--- src/rtl/rgb_proto_pkg.sv ---
// rgb_proto_pkg: shared state codes, bit timing default, length codes and CHECK helper for the RGB frame link
package rgb_proto_pkg;
  localparam int DEF_CLKS_PER_BIT = 101;
  localparam logic [7:0] LEN_R = 8'd1;
  localparam logic [7:0] LEN_RG = 8'd2;
  localparam logic [3:0] ST_IDLE = 4'd0;
  localparam logic [3:0] ST_START = 4'd1;
  localparam logic [3:0] ST_CMD = 4'd2;
  localparam logic [3:0] ST_LENGTH = 4'd3;
  localparam logic [3:0] ST_R = 4'd4;
  localparam logic [3:0] ST_G = 4'd5;
  localparam logic [3:0] ST_B = 4'd6;
  localparam logic [3:0] ST_CHECK = 4'd7;
  localparam logic [3:0] ST_STOP = 4'd8;
  localparam logic [3:0] ST_CLEANUP = 4'd9;
  typedef enum logic [3:0] {
    S_IDLE = ST_IDLE,
    S_START = ST_START,
    S_CMD = ST_CMD,
    S_LEN = ST_LENGTH,
    S_R = ST_R,
    S_G = ST_G,
    S_B = ST_B,
    S_CHECK = ST_CHECK,
    S_STOP = ST_STOP,
    S_CLEANUP = ST_CLEANUP
  } state_e;
  typedef struct packed {
    logic [7:0] cmd;
    logic [7:0] len;
    logic [7:0] r;
    logic [7:0] g;
    logic [7:0] b;
    logic [7:0] chk;
  } frame_t;
  function automatic logic [7:0] calc_check(input logic [7:0] cmd, input logic [7:0] len,
                                            input logic [7:0] r, input logic [7:0] g,
                                            input logic [7:0] b);
    return cmd ^ len ^ r ^ (len != LEN_R ? g : 8'h00) ^
           (len != LEN_R && len != LEN_RG ? b : 8'h00);
  endfunction
endpackage

--- src/rtl/rgb_tx_bit_timer.sv ---
// rgb_tx_bit_timer: counts 0..CLKS_PER_BIT-1 while enabled and ticks bit_end on the last cycle of each bit
module rgb_tx_bit_timer #(
  parameter int CLKS_PER_BIT = 101
) (
  input  logic clk,
  input  logic reset,
  input  logic en,
  input  logic clr,
  output logic bit_end
);
  localparam int W = $clog2(CLKS_PER_BIT);
  localparam logic [W-1:0] LAST = W'(CLKS_PER_BIT - 1);
  logic [W-1:0] cnt_q, cnt_d;
  assign bit_end = en && cnt_q == LAST;
  always_comb cnt_d = clr || bit_end ? '0 : en ? cnt_q + W'(1) : cnt_q;
  always_ff @(posedge clk) cnt_q <= !reset ? '0 : cnt_d;
endmodule

--- src/rtl/rgb_frame_tx.sv ---
// rgb_frame_tx: single-wire RGB frame serializer (start, CMD, LENGTH, R[,G[,B]], CHECK, stop; LSB first); RGB_TX_AUTO_CHECK_EN derives CHECK from the latched bytes
module rgb_frame_tx
  import rgb_proto_pkg::*;
#(
  parameter int CLKS_PER_BIT = DEF_CLKS_PER_BIT
) (
  input  logic       clk,
  input  logic       reset,
  input  logic       start,
  input  logic [7:0] cmd_in,
  input  logic [7:0] length_in,
  input  logic [7:0] r_in,
  input  logic [7:0] g_in,
  input  logic [7:0] b_in,
  input  logic [7:0] check_in,
  output logic       data_out,
  output logic       busy,
  output logic       done,
  output logic [3:0] state
);
  state_e state_q, state_d, nxt;
  frame_t frm_q, frm_d;
  logic [2:0] bit_idx_q, bit_idx_d;
  logic [7:0] cur, in_chk;
  logic data_out_q, data_out_d, busy_q, busy_d, done_q, done_d;
  logic load, bit_end, byte_st;
`ifdef RGB_TX_AUTO_CHECK_EN
  logic unused_check_in;
  assign unused_check_in = ^check_in;
  assign in_chk = calc_check(cmd_in, length_in, r_in, g_in, b_in);
`else
  assign in_chk = check_in;
`endif
  assign load = state_q == S_IDLE && start;
  rgb_tx_bit_timer #(.CLKS_PER_BIT(CLKS_PER_BIT)) u_timer (
    .clk(clk),
    .reset(reset),
    .en(state_q != S_IDLE && state_q != S_CLEANUP),
    .clr(load),
    .bit_end(bit_end)
  );
  always_comb begin
    frm_d = load ? frame_t'{cmd: cmd_in, len: length_in, r: r_in, g: g_in, b: b_in, chk: in_chk} : frm_q;
    byte_st = state_q inside {S_CMD, S_LEN, S_R, S_G, S_B, S_CHECK};
    nxt = S_IDLE;
    case (state_q)
      S_START: nxt = S_CMD;
      S_CMD:   nxt = S_LEN;
      S_LEN:   nxt = S_R;
      S_R:     nxt = frm_q.len == LEN_R ? S_CHECK : S_G;
      S_G:     nxt = frm_q.len == LEN_RG ? S_CHECK : S_B;
      S_B:     nxt = S_CHECK;
      S_CHECK: nxt = S_STOP;
      S_STOP:  nxt = S_CLEANUP;
      default: nxt = S_IDLE;
    endcase
    state_d = state_q;
    bit_idx_d = bit_idx_q;
    if (load) begin
      state_d = S_START;
      bit_idx_d = '0;
    end else if (state_q == S_CLEANUP) begin
      state_d = S_IDLE;
    end else if (bit_end) begin
      bit_idx_d = byte_st ? bit_idx_q + 3'd1 : 3'd0;
      state_d = byte_st && bit_idx_q != 3'd7 ? state_q : nxt;
    end
    cur = 8'hFF;
    case (state_d)
      S_START: cur = 8'h00;
      S_CMD:   cur = frm_d.cmd;
      S_LEN:   cur = frm_d.len;
      S_R:     cur = frm_d.r;
      S_G:     cur = frm_d.g;
      S_B:     cur = frm_d.b;
      S_CHECK: cur = frm_d.chk;
      default: cur = 8'hFF;
    endcase
    data_out_d = cur[bit_idx_d];
    busy_d = state_d != S_IDLE;
    done_d = state_d == S_CLEANUP;
  end
  always_ff @(posedge clk) begin
    if (!reset) begin
      state_q <= S_IDLE;
      frm_q <= '0;
      bit_idx_q <= '0;
      data_out_q <= 1'b1;
      busy_q <= 1'b0;
      done_q <= 1'b0;
    end else begin
      state_q <= state_d;
      frm_q <= frm_d;
      bit_idx_q <= bit_idx_d;
      data_out_q <= data_out_d;
      busy_q <= busy_d;
      done_q <= done_d;
    end
  end
  assign data_out = data_out_q;
  assign busy = busy_q;
  assign done = done_q;
  assign state = state_q;
endmodule

--- config.mk ---
export PLATFORM = sky130hd
export DESIGN_NAME = rgb_frame_tx
export DESIGN_NICKNAME = d
export VERILOG_FILES = /design/src/rtl/rgb_proto_pkg.sv /design/src/rtl/rgb_tx_bit_timer.sv /design/src/rtl/rgb_frame_tx.sv
export SDC_FILE = /design/constraint.sdc
export NUM_CORES = 1
export LEC_CHECK = 0
export ABC_AREA = 1
export CAP_MARGIN = 20
export CORE_MARGIN = 4
export CORE_UTILIZATION = 23
export DETAILED_ROUTE_END_ITERATION = 8
export PLACE_DENSITY = 0.43
export SYNTH_ARGS = -nofsm -noshare
export SYNTH_HDL_FRONTEND = slang
export SYNTH_SLANG_ARGS = --single-unit
--- constraint.sdc ---
create_clock -name clk -period 1.95 [get_ports clk]
set_input_delay 0.4875 -clock clk [delete_from_list [all_inputs] [get_ports clk]]
set_output_delay 0.4875 -clock clk [all_outputs]
set_load 0.02 [all_outputs]
=== Yosys cells after proc, flatten, opt, wreduce, memory -nomap -nowiden ===
Index checks and enable logic that the tools add are counted.

* Register bits: 65
* Input bits: 51
* Output and inout port bits: 7
* Word-level logic and storage cells: 63

* Add/sub/neg operators: 2
* Order comparisons: 1
* Equality and inequality tests: 22
* Mux-type cells: 15
* Bitwise operators: 1
* Reduce and logical (&&, ||, !) cells: 10

{| class="wikitable"
|+ Operators with widths
! operator !! number
|-
| 8-bit case mux with 7 select lines || 1
|-
| 48-bit two-way mux || 1
|-
| 4-bit by 3-bit equality test with 1-bit output, second input constant || 8
|-
| 4-bit case mux with 8 select lines || 1
|-
| 4-bit by 2-bit equality test with 1-bit output, second input constant || 4
|-
| 4-bit two-way mux || 4
|-
| 4-bit equality test, second input constant || 3
|-
| 3-bit two-way mux || 4
|-
| 4-bit by 1-bit equality test with 1-bit output, second input constant || 2
|-
| 8-bit by 1-bit equality test with 1-bit output, second input constant || 1
|-
| 8-bit by 2-bit equality test with 1-bit output, second input constant || 1
|-
| 4-bit nonzero test || 2
|-
| 7-bit by 1-bit adder with 7-bit output, second input constant || 1
|-
| 7-bit equality test, second input constant || 1
|-
| 6-bit nonzero test || 1
|-
| 1-bit logical AND || 4
|-
| 4-bit zero test || 1
|-
| 3-bit by 4-bit less-than comparator with 1-bit output, second input constant || 1
|-
| 4-bit inequality test, second input constant || 1
|-
| 3-bit by 1-bit adder with 3-bit output, second input constant || 1
|-
| 1-bit binary-select mux with 3-bit select || 1
|-
| 3-bit inequality test, second input constant || 1
|-
| 1-bit two-way mux || 2
|-
| 2-bit two-way mux || 1
|-
| 3 further kinds || 3
|}

=== Logic depth before layout (Yosys ltp) ===
* Depth in word-level cells: 11
* Mapped depth: 19
* Gate-level depth less buffers: 19

=== By module ===
Synthesis repeated with hierarchy kept, for this count alone.

* Cells, all modules: 536
* Area, all modules: 3664.8 um2

{| class="wikitable"
|+ By module, submodules not included
! module !! times used !! cells each !! area an instance (um2) !! seq. area each (um2)
|-
| rgb_frame_tx || 1 || 475 || 3274.4 || 1161.1
|-
| rgb_tx_bit_timer || 1 || 61 || 390.4 || 140.1
|}

=== Worst setup path before layout ===
Ideal clock, no wire load.

* Path kind: flip-flop to flip-flop
* From: reg state_q[2], in the netlist state[2]
* To: reg data_out_q, in the netlist data_out
* Library setup time: 0.112 ns
* Data arrival time: 2.004 ns
* Data required time: 1.838 ns
* Slack: -0.166 ns
* Stages on the path, launching flop included: 19
* Buffers on the path: 3
* Clock period less this slack: 2.116 ns
* Cells stage by stage: dfxtp_1 > buf_4 > nor2_2 > nand2_4 > nand2_8 > nor2_8 > nand2_4 > nand2_1 > nand2_2 > buf_6 > buf_6 > nand4_1 > nand2_1 > nor2_1 > nand3_1 > nand3_1 > nand3_1 > nand2_1 > nand2_1

* Word-level cells in the longest chain between the ends: 11
* Elaborated cells on any way between the ends: 37
* Those cells by class: eq/ne: 17; mux: 13; reduce/logical: 7

{| class="wikitable"
|+ RTL lines
! element !! RTL line !! RTL
|-
| from (decl) || rgb_frame_tx.sv:21 || <nowiki>state_e state_q, state_d, nxt;</nowiki>
|-
| from (signal assigned) || rgb_frame_tx.sv:92 || <nowiki>state_q <= state_d;</nowiki>
|-
| 4-bit by 2-bit equality test with 1-bit output or 4-bit by 3-bit equality test with 1-bit output (tied branches) || rgb_frame_tx.sv:44, rgb_frame_tx.sv:46 ||
|-
| 6-bit nonzero test || rgb_frame_tx.sv:44 || <nowiki>byte_st = state_q inside {S_CMD, S_LEN, S_R, S_G, S_B, S_CHECK};</nowiki>
|-
| 1-bit logical AND || rgb_frame_tx.sv:66 || <nowiki>state_d = byte_st && bit_idx_q != 3'd7 ? state_q : nxt;</nowiki>
|-
| 4-bit two-way mux || rgb_frame_tx.sv:66 ||
|-
| 4-bit two-way mux || rgb_frame_tx.sv:64 || <nowiki>end else if (bit_end) begin</nowiki>
|-
| 4-bit two-way mux || rgb_frame_tx.sv:62 || <nowiki>end else if (state_q == S_CLEANUP) begin</nowiki>
|-
| 4-bit two-way mux || rgb_frame_tx.sv:59 || <nowiki>if (load) begin</nowiki>
|-
| 4-bit by 3-bit equality test with 1-bit output, or another cell as far along || rgb_frame_tx.sv:69 || <nowiki>case (state_d)</nowiki>
|-
| 8-bit case mux with 7 select lines || rgb_frame_tx.sv:69 ||
|-
| 1-bit binary-select mux with 3-bit select (*) || rgb_frame_tx.sv:79 || <nowiki>data_out_d = cur[bit_idx_d];</nowiki>
|-
| 1-bit two-way mux (not written as such) (*) || rgb_frame_tx.sv:79 ||
|-
| to (signal assigned) || rgb_frame_tx.sv:95 || <nowiki>data_out_q <= data_out_d;</nowiki>
|-
| to (decl) || rgb_frame_tx.sv:25 || <nowiki>logic data_out_q, data_out_d, busy_q, busy_d, done_q, done_d;</nowiki>
|}

Every way passes the cells marked *; elsewhere a longest branch is shown, timed or not. The select of a mux whose other input is x is not followed.
A chain may end at the register's enable or synchronous reset.

=== Worst setup path after layout ===
* From: reg state_q[1], in the netlist state[1]
* To: reg data_out_q, in the netlist data_out

Same word-level chain as after synthesis.

==> results.json <==
{
  "total_power_mw": 3.73,
  "grt-ovfl-total": 0,
  "grtUsageMet2": 0.218,
  "numCtsBuffers": 9,
  "fp.dieH_um": 134,
  "synth_nets": 552,
  "place_hpwl_um": 8490,
  "crit_buf_inv": 4,
  "ys_seq_area_frac": 0.354,
  "gp_congestion": 0.806,
  "crit_top_cell": "nand3_1",
  "reg2reg_from": "state[1]",
  "tightest_slew_ns": 0.324,
  "grt_pass1_vias": 3570,
  "cp-start-kind": "flip-flop",
  "place_ws_ns": -0.541,
  "die-area_um2": 18100,
  "crit_family": "simple AND/OR/NAND/NOR gates",
  "viasPerCell": 4.18,
  "path_class": "flip-flop to flip-flop",
  "hold_viol": 0,
  "cp_data_required_time_ns": 2.18,
  "critical_path.slowest_cell": "dfxtp_4",
  "multiInputGateArea_um2": 2190,
  "outcome": "finished, violations left",
  "clk_pin_slew_worst_paths_ns": 0.06,
  "met1_usage": 0.157,
  "clock_skew_ns": 0.00729,
  "routed_wl_um": 11000,
  "cp-startpoint": "state[1]",
  "synth.distinct_cells": 44,
  "antenna_found_initial": 0,
  "coreArea_um2": 15400,
  "period_minus_slack_ns": 2.17,
  "antenna_cells": 0,
  "drv_slew": 0,
  "cts_tree": "built",
  "grt_max_degree": 25,
  "post-route-period-util": 1.11,
  "ios": 58,
  "synth_area_um2": 3680,
  "firstDrtPassIters": 5,
  "wl_per_cell_um": 13.0,
  "clock_latency_ns": 0.33,
  "clockBufferDepth": 2,
  "rsz0062_at_grt": "yes",
  "slew_headroom": 0.782,
  "ant_nets": 0,
  "die_w_um": 134,
  "grt_pass1_wl_um": 18000,
  "fill_cells": 1688,
  "cp.arrival_ns": 2.40,
  "whs_ns": 0.490,
  "drc": 0,
  "ys_ff_latch": 65,
  "netlist_instances": 497,
  "initial_utilization": 0.239,
  "cap_violations": 0,
  "grt_use_met3": 0.0354,
  "nets": 681,
  "async_flop_share": 0,
  "setup_ws_ns": -0.220,
  "via_count": 3515,
  "io_buffers": 57,
  "seq_area_um2": 1320,
  "violations": "setup timing",
  "clockRootBuffer": "clkbuf_16",
  "hp-class": "flip-flop to flip-flop",
  "synth_edf_count": 0,
  "grt.total_usage": 0.127,
  "crit_fanout": 15,
  "min_from": "u_timer.cnt_q[6]",
  "setup_violations": 1,
  "top_usage_layer": "met2",
  "syn_to_final_growth_pct": 51.6,
  "drive_gt1_frac": 0.295,
  "powerDensity_nw_per_um2": 668,
  "num_rows": 45,
  "yosysWarnings": 0,
  "clkSinkCount": 65,
  "drt-initial-drc-count": 147,
  "syn_avg_cell_area_um2": 7.40,
  "end_kind": "flip-flop",
  "ir_drop_v": 0.000535,
  "cts_max_level": 3,
  "fmaxAchievable_mhz": 461,
  "synth_flop_cell": "dfxtp_1",
  "p_leak_nw": 2.54,
  "slowest_delay_ns": 0.42,
  "path_cells": "nor2_4 > nand2_4 > inv_2 > nand2_4 > buf_4 > buf_12 > buf_12 > mux2i_2 > nor2_1 > nor2_1 > nand3_1 > nand3_1 > nand3_1 > nand2_1 > nand2_1"
}
[final timing paths]
| path | to | slack (ns) | cells after the start |
|---|---|---|---|
| worst max-delay path | data_out | -0.22 | 15 |
| worst min-delay path | u_timer.cnt_q[6] | 0.49 | 2 |
| worst max register to register | data_out | -0.22 | 15 |
| worst min register to register | u_timer.cnt_q[6] | 0.49 | 2 |
[stage by stage]
stage,cell area [µm²],setup TNS (ns),std cells,utilization
final,5580,-0.220,841,0.362
after detailed placement,5020,-3.34,819,0.326
after floorplan,3720,-0.0482,497,-
after global routing,5580,-0.356,841,0.362
after global placement,5020,-3.24,819,0.326
after CTS,5530,-0.208,841,0.359
[cell usage after synthesis, types with 2 or more instances]
| cell | number | share of area |
|---|---|---|
| mux2i_1 | 17 | 0.046 |
| inv_1 | 51 | 0.052 |
| o21a_1 | 15 | 0.031 |
| dfxtp_1 | 65 | 0.35 |
| nand3_2 | 2 | 0.0054 |
| or2_0 | 4 | 0.0068 |
| o21ai_1 | 4 | 0.0054 |
| nor2_2 | 4 | 0.0068 |
| ha_1 | 4 | 0.014 |
| nand4_1 | 17 | 0.029 |
| nand2_2 | 4 | 0.0068 |
| or2_2 | 16 | 0.027 |
| nor2_8 | 3 | 0.016 |
| o21ai_0 | 20 | 0.027 |
| buf_6 | 3 | 0.0092 |
| buf_4 | 3 | 0.0061 |
| nand3_1 | 23 | 0.031 |
| nand3_4 | 3 | 0.014 |
| nor3_1 | 4 | 0.0054 |
| nand3b_4 | 2 | 0.011 |
| clkbuf_1 | 9 | 0.0092 |
| buf_2 | 3 | 0.0041 |
| or2_1 | 8 | 0.014 |
| nor2_1 | 100 | 0.10 |
| nand2_1 | 73 | 0.074 |
| nand2_8 | 2 | 0.011 |
| a21oi_1 | 3 | 0.0041 |
| nand3b_1 | 2 | 0.0041 |
| inv_2 | 10 | 0.010 |
| nand2_4 | 8 | 0.024 |
| xor2_1 | 2 | 0.0048 |
[routing by layer]
layer  share of wire  up-vias
met5               0        -
met4           0.012        0
met3           0.032        9
met2            0.49       50
met1            0.46     1623
li1                -     1833
[cell families (layout without fill, tap and decap cells)]
group,Yosys count,in the layout,share of synthesized area
compound gates,47,47,0.0802
mux,17,17,0.0462
fa+ha+maj,4,4,0.0136
xor+xnor,2,2,0.00476
buf+inv,82,215,0.100
simple gates,280,280,0.402
flops,65,65,0.354
[tightest hold or removal path, cell delays in order, from the launching register on]
cell and delay (ns):
dfxtp_1 0.32, inv_1 0.07, a21oi_1 0.06
[power breakdown]
part | switching, mW | internal, mW
registers | 0.0258 | 1.41
clock network | 0.577 | 1.02
logic | 0.325 | 0.364
[registers in the layout (all words and copies together), names as in the netlist]
| name | count |
|---|---|
| frm_q | 48 |
| u_timer.cnt_q | 7 |
| state | 4 |
| bit_idx_q | 3 |
| busy | 1 |
| data_out | 1 |
| done | 1 |
[area by class of cell]
cell class | count | area share
clock inverter | 2 | 0.00695
multi-input combinational | 350 | 0.392
sequential | 65 | 0.236
timing repair buffer | 138 | 0.228
inverter | 62 | 0.0442
tap | 211 | 0.0473
clock buffer | 13 | 0.0449
[timing repair]
item                                    CTS  global route
resized for setup                        38            10
endpoints found under the setup margin    4             4
pin swaps                                30             5
hold buffers                              0             0
buffers inserted                          7             0
gates cloned                              0             0
[cell usage in the layout (no fill, tap or decap), types with 3 or more instances in the layout]
cell type	synthesis	final
a21oi_1	3	3
buf_12	0	6
buf_4	3	69
buf_6	3	6
clkbuf_1	9	3
clkbuf_16	0	9
clkdlybuf4s50_1	0	55
dfxtp_1	65	56
dfxtp_2	0	7
ha_4	0	3
inv_1	51	47
inv_2	10	10
inv_4	0	3
mux2i_1	17	11
mux2i_2	0	4
nand2_1	73	70
nand2_2	4	4
nand2_4	8	10
nand2_8	2	3
nand3_1	23	21
nand3_2	2	4
nand3_4	3	3
nand4_1	17	17
nor2_1	100	95
nor2_2	4	5
nor2_4	1	5
nor2_8	3	3
nor3_1	4	3
o21a_1	15	15
o21ai_0	20	19
o21ai_1	4	4
or2_0	4	4
or2_1	8	8
or2_2	16	16
(Power assumes the default switching activity.)
